--- config.mk ---
export PLATFORM = sky130hd
export DESIGN_NAME = ula_k_alu_flat
export DESIGN_NICKNAME = d
export VERILOG_FILES = /design/src/rtl/ula_k_alu_pkg.sv /design/src/rtl/ula_k_alu_if.sv /design/src/rtl/ula_k_div8.sv /design/src/rtl/ula_k_alu.sv /design/src/flat_wrapper.sv
export SDC_FILE = /design/constraint.sdc
export NUM_CORES = 1
export LEC_CHECK = 0
export BUFFER_PORTS_ARGS = -buffer_cell sky130_fd_sc_hd__buf_2
export CAP_MARGIN = 20
export CORE_ASPECT_RATIO = 0.7
export CORE_MARGIN = 1.5
export CORE_UTILIZATION = 30
export DETAILED_ROUTE_END_ITERATION = 10
export PLACE_DENSITY = 0.5
export RECOVER_POWER = 100
export REMOVE_ABC_BUFFERS = 1
export SLEW_MARGIN = 40
export SYNTH_ARGS = -nofsm -noshare
export SYNTH_HDL_FRONTEND = slang
export SYNTH_SLANG_ARGS = --single-unit
--- constraint.sdc ---
create_clock -name clk -period 22.7 [get_ports clk]
set_input_delay 4.54 -clock clk [delete_from_list [all_inputs] [get_ports clk]]
set_output_delay 4.54 -clock clk [all_outputs]
set_load 0.01 [all_outputs]
--- src/rtl/ula_k_alu_pkg.sv ---
// ula_k_alu shared package: opcodes, default width, result bundle.
// Imported by the interface, the divider and the ALU top.
package ula_k_alu_pkg;

    localparam int DEF_WIDTH = 8;

    localparam logic [7:0] OP_ADD = 8'h00;
    localparam logic [7:0] OP_SUB = 8'h01;
    localparam logic [7:0] OP_AND = 8'h02;
    localparam logic [7:0] OP_OR  = 8'h03;
    localparam logic [7:0] OP_MUL = 8'h04;
    localparam logic [7:0] OP_DIV = 8'h05;

    localparam logic [7:0] DIV0_RESULT = 8'hFF;

    typedef struct packed {
        logic                 overflow;
        logic [DEF_WIDTH-1:0] result;
    } alu_out_t;

endpackage

--- src/rtl/ula_k_alu_if.sv ---
// ula_k_alu operand/result bus.
// master drives operands and opcode, slave is the ALU.
interface ula_k_alu_if
    import ula_k_alu_pkg::*;
#(
    parameter int WIDTH = DEF_WIDTH
);

    logic [WIDTH-1:0] operator1;
    logic [WIDTH-1:0] operator2;
    logic [7:0]       operation_alu;
    logic [WIDTH-1:0] result_alu;
    logic             overflow;

    modport master (
        output operator1,
        output operator2,
        output operation_alu,
        input  result_alu,
        input  overflow
    );

    modport slave (
        input  operator1,
        input  operator2,
        input  operation_alu,
        output result_alu,
        output overflow
    );

endinterface

--- src/rtl/ula_k_div8.sv ---
// ula_k_div8: combinational restoring divider, one
// compare/subtract/shift stage per quotient bit.
module ula_k_div8
    import ula_k_alu_pkg::*;
#(
    parameter int WIDTH = DEF_WIDTH
) (
    input  logic [WIDTH-1:0] dividend,
    input  logic [WIDTH-1:0] divisor,
    output logic [WIDTH-1:0] quotient,
    output logic             div_by_zero
);

    logic [WIDTH:0] rem;

    assign div_by_zero = (divisor == '0);

    always_comb begin
        rem      = '0;
        quotient = '0;
        for (int i = WIDTH - 1; i >= 0; i--) begin
            rem = {rem[WIDTH-1:0], dividend[i]};
            if (rem >= {1'b0, divisor}) begin
                rem         = rem - {1'b0, divisor};
                quotient[i] = 1'b1;
            end
        end
    end

endmodule

--- src/rtl/ula_k_alu.sv ---
// ula_k_alu: registered 8-bit ALU (add/sub/and/or/mul/div).
// Result and overflow appear one clock after the operands.
module ula_k_alu
    import ula_k_alu_pkg::*;
#(
    parameter int WIDTH = DEF_WIDTH
) (
    input  logic        clk,
    input  logic        rst_n,
    ula_k_alu_if.slave  bus
);

    logic [WIDTH-1:0]   a;
    logic [WIDTH-1:0]   b;
    logic [WIDTH:0]     sum;
    logic [WIDTH:0]     diff;
    logic [2*WIDTH-1:0] prod;
    logic [WIDTH-1:0]   quo;
    logic               dz;

    logic [WIDTH-1:0]   nxt_res;
    logic               nxt_ovf;
    logic [WIDTH-1:0]   res_q;
    logic               ovf_q;

    assign a    = bus.operator1;
    assign b    = bus.operator2;
    assign sum  = {1'b0, a} + {1'b0, b};
    // Top bit of the widened difference is the borrow.
    assign diff = {1'b0, a} - {1'b0, b};
    assign prod = (2*WIDTH)'(a) * (2*WIDTH)'(b);

    ula_k_div8 #(
        .WIDTH (WIDTH)
    ) u_div (
        .dividend    (a),
        .divisor     (b),
        .quotient    (quo),
        .div_by_zero (dz)
    );

    always_comb begin
        nxt_res = '0;
        nxt_ovf = 1'b0;
        unique case (bus.operation_alu)
            OP_ADD: begin
                nxt_res = sum[WIDTH-1:0];
                nxt_ovf = sum[WIDTH];
            end
            OP_SUB: begin
                nxt_res = diff[WIDTH-1:0];
                nxt_ovf = diff[WIDTH];
            end
            OP_AND: nxt_res = a & b;
            OP_OR:  nxt_res = a | b;
            OP_MUL: begin
                nxt_res = prod[WIDTH-1:0];
                nxt_ovf = |prod[2*WIDTH-1:WIDTH];
            end
            OP_DIV: begin
                if (dz) begin
                    nxt_res = WIDTH'(DIV0_RESULT);
                    nxt_ovf = 1'b1;
                end else begin
                    nxt_res = quo;
                end
            end
            default: begin
                nxt_res = '0;
                nxt_ovf = 1'b0;
            end
        endcase
    end

    always_ff @(posedge clk) begin
        if (!rst_n) begin
            res_q <= '0;
            ovf_q <= 1'b0;
        end else begin
            res_q <= nxt_res;
            ovf_q <= nxt_ovf;
        end
    end

    assign bus.result_alu = res_q;
    assign bus.overflow   = ovf_q;

endmodule

--- src/flat_wrapper.sv ---
// flat-port wrapper written by rule: the top's interface ports become plain ports
module ula_k_alu_flat import ula_k_alu_pkg::*;
#(
    parameter int WIDTH = DEF_WIDTH
)
  (clk, rst_n, bus_operator1, bus_operator2, bus_operation_alu, bus_result_alu, bus_overflow);
  ula_k_alu_if #(.WIDTH(WIDTH)) bus_i ();
  input  logic clk;
  input  logic rst_n;
  input wire logic [$bits(bus_i.operator1)-1:0] bus_operator1;
  input wire logic [$bits(bus_i.operator2)-1:0] bus_operator2;
  input wire logic [$bits(bus_i.operation_alu)-1:0] bus_operation_alu;
  output wire logic [$bits(bus_i.result_alu)-1:0] bus_result_alu;
  output wire logic [$bits(bus_i.overflow)-1:0] bus_overflow;
  assign bus_i.operator1 = bus_operator1;
  assign bus_i.operator2 = bus_operator2;
  assign bus_i.operation_alu = bus_operation_alu;
  assign bus_result_alu = bus_i.result_alu;
  assign bus_overflow = bus_i.overflow;
  ula_k_alu #(.WIDTH(WIDTH)) u_core (.clk(clk), .rst_n(rst_n), .bus(bus_i));
endmodule
Word level (Yosys, flattened, before mapping):

Cells that the tools add are included.

* add/sub/neg operators: 9
* multipliers: 1
* divide/modulo/power cells: 0
* magnitude comparators: 8
* equality and inequality tests: 5
* shift-type cells: 0
* mux-type cells: 19
* bitwise operators: 2
* reductions and logical operators: 3

Operators with widths (number)
* 8-bit 2-to-1 mux: 8
* 9-bit by 8-bit >= comparator with 1-bit output: 7
* 8-bit one-hot mux with 6 select lines: 1
* 8-bit subtractor: 6
* 8-bit by 2-bit equality test with 1-bit output, second input constant: 2
* 8-bit by 3-bit equality test with 1-bit output, second input constant: 2
* 8-bit zero test: 2
* 8-bit by 8-bit multiplier with 16-bit output: 1
* 8-bit by 8-bit adder with 9-bit output: 1
* 1-bit 2-to-1 mux: 9
* 8-bit by 8-bit subtractor with 9-bit output: 1
* 8-bit AND: 1
* 8-bit by 1-bit equality test with 1-bit output, second input constant: 1
* 1-bit by 8-bit >= comparator with 1-bit output: 1
* 8-bit OR: 1
* 8-bit OR reduction: 1
* 1-bit by 8-bit subtractor with 8-bit output: 1
* 1-bit one-hot mux with 4 select lines: 1

* register bits: 9
* latch bits: 0
* RAM bits: 0
* bits in read-only memories: 0
* input port bits: 26
* output and inout bits: 9
* logic and storage cells: 49
* memories kept: 0

Logic depth before layout (Yosys ltp):

* word-level depth: 18
* depth in mapped cells: 78
* depth with buffers taken out: 76

By module:

Synthesis repeated with hierarchy kept, for this count alone.

* cells, all modules: 845
* area total of the unflattened synthesis: 6575.1 um2

By module, submodules not included
* ula_k_alu: instances 1, cells an instance 450, area an instance 3454.6 um2, seq. area each 180.2 um2
* ula_k_div8: instances 1, cells an instance 395, area an instance 3120.5 um2, seq. area each 0.0 um2

Least setup slack after synthesis:

Ideal clock, no wire load.

* path type: input-to-reg
* from: input bus_operator2[1]
* to: register u_core.res_q[0], in the netlist u_core.bus.result_alu[0]
* library setup time: 0.122 ns
* data arrival time: 19.134 ns
* data required time: 22.578 ns
* path slack: 3.445 ns
* cell stages on the path: 75
* buffers on the path: 3
* cell sequence: buf_4 > inv_1 > ha_1 > o211ai_4 > a21oi_1 > inv_1 > ha_1 > and4_1 > a21oi_1 > o21a_1 > nand2_1 > o21ai_0 > inv_1 > ha_1 > nor2b_1 > o31a_1 > o32a_1 > o21ai_1 > [... 39 more ...] > o21ai_0 > a21boi_0 > o21a_1 > o31a_1 > a311oi_4 > nand3_4 > mux2i_1 > ha_1 > a21boi_0 > o21a_1 > o21a_1 > o21a_1 > o21a_1 > o21a_1 > o21ai_0 > o211ai_1 > a31o_2 > o311a_1

* word-level cells in the longest chain between the ends: 18
* elaborated cells between the ends (all ways): 26
* those cells by class: 7 x add/sub; 8 x order compare; 10 x mux; 1 x reduce/logical

RTL lines
* start, declared: line flat_wrapper.sv:11 `input wire logic [$bits(bus_i.operator2)-1:0] bus_operator2;`
* 1-bit by 8-bit subtractor with 8-bit output / 1-bit by 8-bit >= comparator with 1-bit output (equally long branches): line ula_k_div8.sv:24, ula_k_div8.sv:23
* 8-bit 2-to-1 mux: line ula_k_div8.sv:23 `if (rem >= {1'b0, divisor}) begin`
* 8-bit subtractor / 9-bit by 8-bit >= comparator with 1-bit output (equally long branches): line ula_k_div8.sv:24, ula_k_div8.sv:23
* 8-bit 2-to-1 mux: line ula_k_div8.sv:23
* 8-bit subtractor / 9-bit by 8-bit >= comparator with 1-bit output (equally long branches): line ula_k_div8.sv:24, ula_k_div8.sv:23
* 8-bit 2-to-1 mux: line ula_k_div8.sv:23
* 8-bit subtractor / 9-bit by 8-bit >= comparator with 1-bit output (equally long branches): line ula_k_div8.sv:24, ula_k_div8.sv:23
* 8-bit 2-to-1 mux: line ula_k_div8.sv:23
* [... 2 more ...]
* 8-bit subtractor / 9-bit by 8-bit >= comparator with 1-bit output (equally long branches): line ula_k_div8.sv:24, ula_k_div8.sv:23
* 8-bit 2-to-1 mux: line ula_k_div8.sv:23
* 8-bit subtractor / 9-bit by 8-bit >= comparator with 1-bit output (equally long branches): line ula_k_div8.sv:24, ula_k_div8.sv:23
* 8-bit 2-to-1 mux: line ula_k_div8.sv:23
* 9-bit by 8-bit >= comparator with 1-bit output: line ula_k_div8.sv:23
* 1-bit 2-to-1 mux: line ula_k_div8.sv:23
* 8-bit 2-to-1 mux (*): line ula_k_alu.sv:61 `if (dz) begin`
* 8-bit one-hot mux with 6 select lines (*): line ula_k_alu.sv:45 `unique case (bus.operation_alu)`
* end signal, assigned: line ula_k_alu.sv:80 `res_q <= nxt_res;`
* end, declared: line ula_k_alu.sv:23 `logic [WIDTH-1:0] res_q;`

Mark *: on every way between the ends. The rest lies on a longest branch, timed or not.
A chain may end at the register's enable or synchronous reset.

Worst setup path after layout:

* from: input bus_operator1[7]
* to: register u_core.res_q[0], in the netlist u_core.bus.result_alu[0]

* word-level cells in the longest chain between the ends: 18
* elaborated cells between the ends (all ways): 25
* those cells by class: 7 x add/sub; 8 x order compare; 10 x mux

RTL lines
* start, declared: line flat_wrapper.sv:10 `input wire logic [$bits(bus_i.operator1)-1:0] bus_operator1;`
* 1-bit by 8-bit subtractor with 8-bit output / 1-bit by 8-bit >= comparator with 1-bit output (equally long branches): line ula_k_div8.sv:24, ula_k_div8.sv:23
* 8-bit 2-to-1 mux (*): line ula_k_div8.sv:23
* 8-bit subtractor / 9-bit by 8-bit >= comparator with 1-bit output (equally long branches): line ula_k_div8.sv:24, ula_k_div8.sv:23
* 8-bit 2-to-1 mux (*): line ula_k_div8.sv:23
* 8-bit subtractor / 9-bit by 8-bit >= comparator with 1-bit output (equally long branches): line ula_k_div8.sv:24, ula_k_div8.sv:23
* 8-bit 2-to-1 mux (*): line ula_k_div8.sv:23
* 8-bit subtractor / 9-bit by 8-bit >= comparator with 1-bit output (equally long branches): line ula_k_div8.sv:24, ula_k_div8.sv:23
* 8-bit 2-to-1 mux (*): line ula_k_div8.sv:23
* [... 2 more ...]
* 8-bit subtractor / 9-bit by 8-bit >= comparator with 1-bit output (equally long branches): line ula_k_div8.sv:24, ula_k_div8.sv:23
* 8-bit 2-to-1 mux (*): line ula_k_div8.sv:23
* 8-bit subtractor / 9-bit by 8-bit >= comparator with 1-bit output (equally long branches): line ula_k_div8.sv:24, ula_k_div8.sv:23
* 8-bit 2-to-1 mux (*): line ula_k_div8.sv:23
* 9-bit by 8-bit >= comparator with 1-bit output (*): line ula_k_div8.sv:23
* 1-bit 2-to-1 mux (*): line ula_k_div8.sv:23
* 8-bit 2-to-1 mux (*): line ula_k_alu.sv:61
* 8-bit one-hot mux with 6 select lines (*): line ula_k_alu.sv:45

Marked as above.

==> summary.md <==
| Metric | Value |
|---|---|
| Register area share after synthesis | `under 10%` |
| Utilization after layout | `33.2%` |
| Fillcell total | `2227` |
| Top-count cell post-synth | `ha_1` |
| Worst hold path class | `input port to flop` |
| Setup crit start | `bus_operator1[7]` |
| Cts hold-fix bufs | `0` |
| RSZ-0062 raised after global routing | `false` |
| Crit Path Max Fanout | `14` |
| DP Worst Slack | `roughly 1.7 ns` |
| CP max stage cell | `mux2_2` |
| Cell area after synthesis | `about 6300 um2` |
| Total Routing Usage GR | `a little under a fifth` |
| PortBufs | `34` |
| Finish-stage setup viols | `0` |
| Setup bufs post-CTS | `0` |
| Synth cell types | `between 70 and 80` |
| Asr flop ratio synth | `0%` |
| Die H | `approximately 120 um` |
| Post-layout min period | `about 21 ns` |
| 1st-iter DRT viols | `about 360` |
| HPWL Detailed | `16.2 mm` |
| Syn. warnings | `0` |
| Max VDD drop | `slightly above 0.00004 V` |
| Seq. cell area | `180 um2` |
| Post-synth EDFFs | `0` |
| Slew Limit Fails | `15` |
| DRT Wirelength | `slightly below 20 mm` |
| Final WS setup | `1.55 ns` |
| Antenna cell count | `0` |
| CP required | `22.83 ns` |
| Initial antenna violation count | `0` |
| Top-area cell type share of the netlist area | `24.7%` |
| Vias in the first global route | `5442` |
| Nets | `between 1000 and 1500` |
| Area after DPL | `6810 um2` |
| First-pass GRT wire length | `~31 mm` |
| P_leak | `between 3 and 4 nW` |
| Final count of hold timing violations | `0` |
| Crit path launch type | `input port` |
| Average size of a mapped cell | `around 8.1 um2` |
| Multi-input gate area | `between 5000 and 6000 um2` |
| Hold_ws | `4.74 ns` |
| FP Rows | `44` |
| Most frequent cells after synthesis | `ha_1 (124), inv_1 (94), nor2_1 (91)` |
| Area growth syn-to-layout | `9.03%` |
| Die width | `approximately 180 um` |
| Worst EP arrival | `~21 ns` |
| Cells after Synth | `773` |
| GR Overflow Total | `0` |
| Max-cap violations | `1` |
| Power Density | `about 63 nW/um2` |
| CTS tree | `done` |
| Total CTS buffers | `3` |
| Drt via density | `between 5 and 6` |
| Starting Density | `30.5%` |
| Peak Freq | `between 40 and 50 MHz` |
| Residual DRC count | `0` |
| Area leader, netlist | `ha_1` |
| CTS root buffer | `clkbuf_16` |
| Most used cell, CP | `ha_1` |
| Initial DRT Pass Iterations | `5` |
| CTS Sinks | `9` |
| Worst-path clk slew | `~0.050 ns` |
| Status | `finished with violations` |
| Proportion of layout cells with a drive suffix above 1 | `9.52%` |
| Post-Layout Inst Area | `roughly 7000 um2` |
| ANT nets after route | `0` |
| Violated checks | `capacitance limit, slew limit` |
| H-tree depth | `1` |
| Synth area leaders | `ha_1 (25%), fa_1 (14%), inv_1 (5.6%), nor2_1 (5.4%), xnor2_1 (4.5%)` |
| Core area | `20600 um2` |
| WS Path Type | `input port to flop` |
| Max incr delay on CP | `~0.49 ns` |
| Routability cong. | `a little under 0.9` |
| Wire length per cell | `roughly 18 um` |
| Final Cycle Share | `approximately 93%` |
| Largest net degree at the start of global routing | `36` |
| CTS-repair resized insts | `0` |
| Die area | `~22000 um2` |
| Flops & latches, synth | `9` |
| Top_reg_cell synth | `dfxtp_1` |
| Hold Startpoint | `rst_n` |
| Boundary Pins | `35` |
| Relative slew slack | `-49.9%` |
| Total number of vias | `about 5700` |
| Clk buf depth | `2` |
| Critical Path Sink Type | `flop` |
| Setup TNS | `0 ns` |
| Worst-margin pin slew | `roughly 2.2 ns` |
-- stage by stage --
stage / cells / total power [mW]
2_1_floorplan: 764 / 0.312
3_3_place_gp: 1081 / 0.394
3_5_place_dp: 1081 / 0.392
4_1_cts: 1085 / 0.431
5_1_grt: 1085 / 0.479
6_report: 1085 / 0.432
-- worst max-delay path, delay by kind of cell --
kind / cells / cell delay (ns)
AOI/OAI and AO/OA: 41 / 9.59
adders and majority gates: 9 / 2.26
buffers and inverters: 9 / 0.87
muxes: 6 / 2.03
and+or+nand+nor: 11 / 1.95
-- cells by family after synthesis --
family          share of synthesized area [%]
compound gates                           21.4
xor+xnor                                 5.57
fa+ha+maj                                38.6
buf+inv                                  6.86
flops                                    2.86
mux                                      8.33
simple gates                             16.3
-- area by class of cell --
type / instances / share of cell area [%]
clock buffers: 4 / 1.15
flip-flops and latches: 9 / 2.63
inverters: 101 / 5.53
well taps: 276 / 5.03
repair buffers: 41 / 3.06
multi-input cells: 654 / 82.6
-- state kept, by name, indices dropped and copies added, names as in the netlist --
signal	count
u_core.bus.overflow	1
u_core.bus.result_alu	8
-- cell usage in the layout, fill, tap and decap left out, types with 9 or more instances in the layout --
master,n
a21o_1,15
a21oi_1,47
buf_2,24
clkbuf_1,11
dfxtp_1,9
fa_1,44
ha_1,124
inv_1,94
mux2_2,24
mux2i_1,19
nand2_1,26
nor2_1,91
nor2b_1,19
nor3_1,20
o21a_1,18
o21ai_0,42
xnor2_1,32
-- final timing paths --
| path | to | slack [ns] | depth (start not counted) |
|---|---|---|---|
| worst min-delay path | u_core.bus.overflow | 4.74 | 3 |
| worst max-delay path | u_core.bus.result_alu[0] | 1.55 | 76 |
-- where the power goes --
part           internal [mW]  switching [mW]  total (mW)
Combinational          0.173           0.208       0.381
Sequential            0.0159      0.00000659      0.0159
Clock                 0.0238          0.0113      0.0352
-- routing by layer --
layer	global-route usage [%]	share of wire, %
met5	0	0
met4	2.94	0.68
met3	2.47	5.2
met2	29.2	42
met1	27.9	52
(Power assumes the default switching activity.)
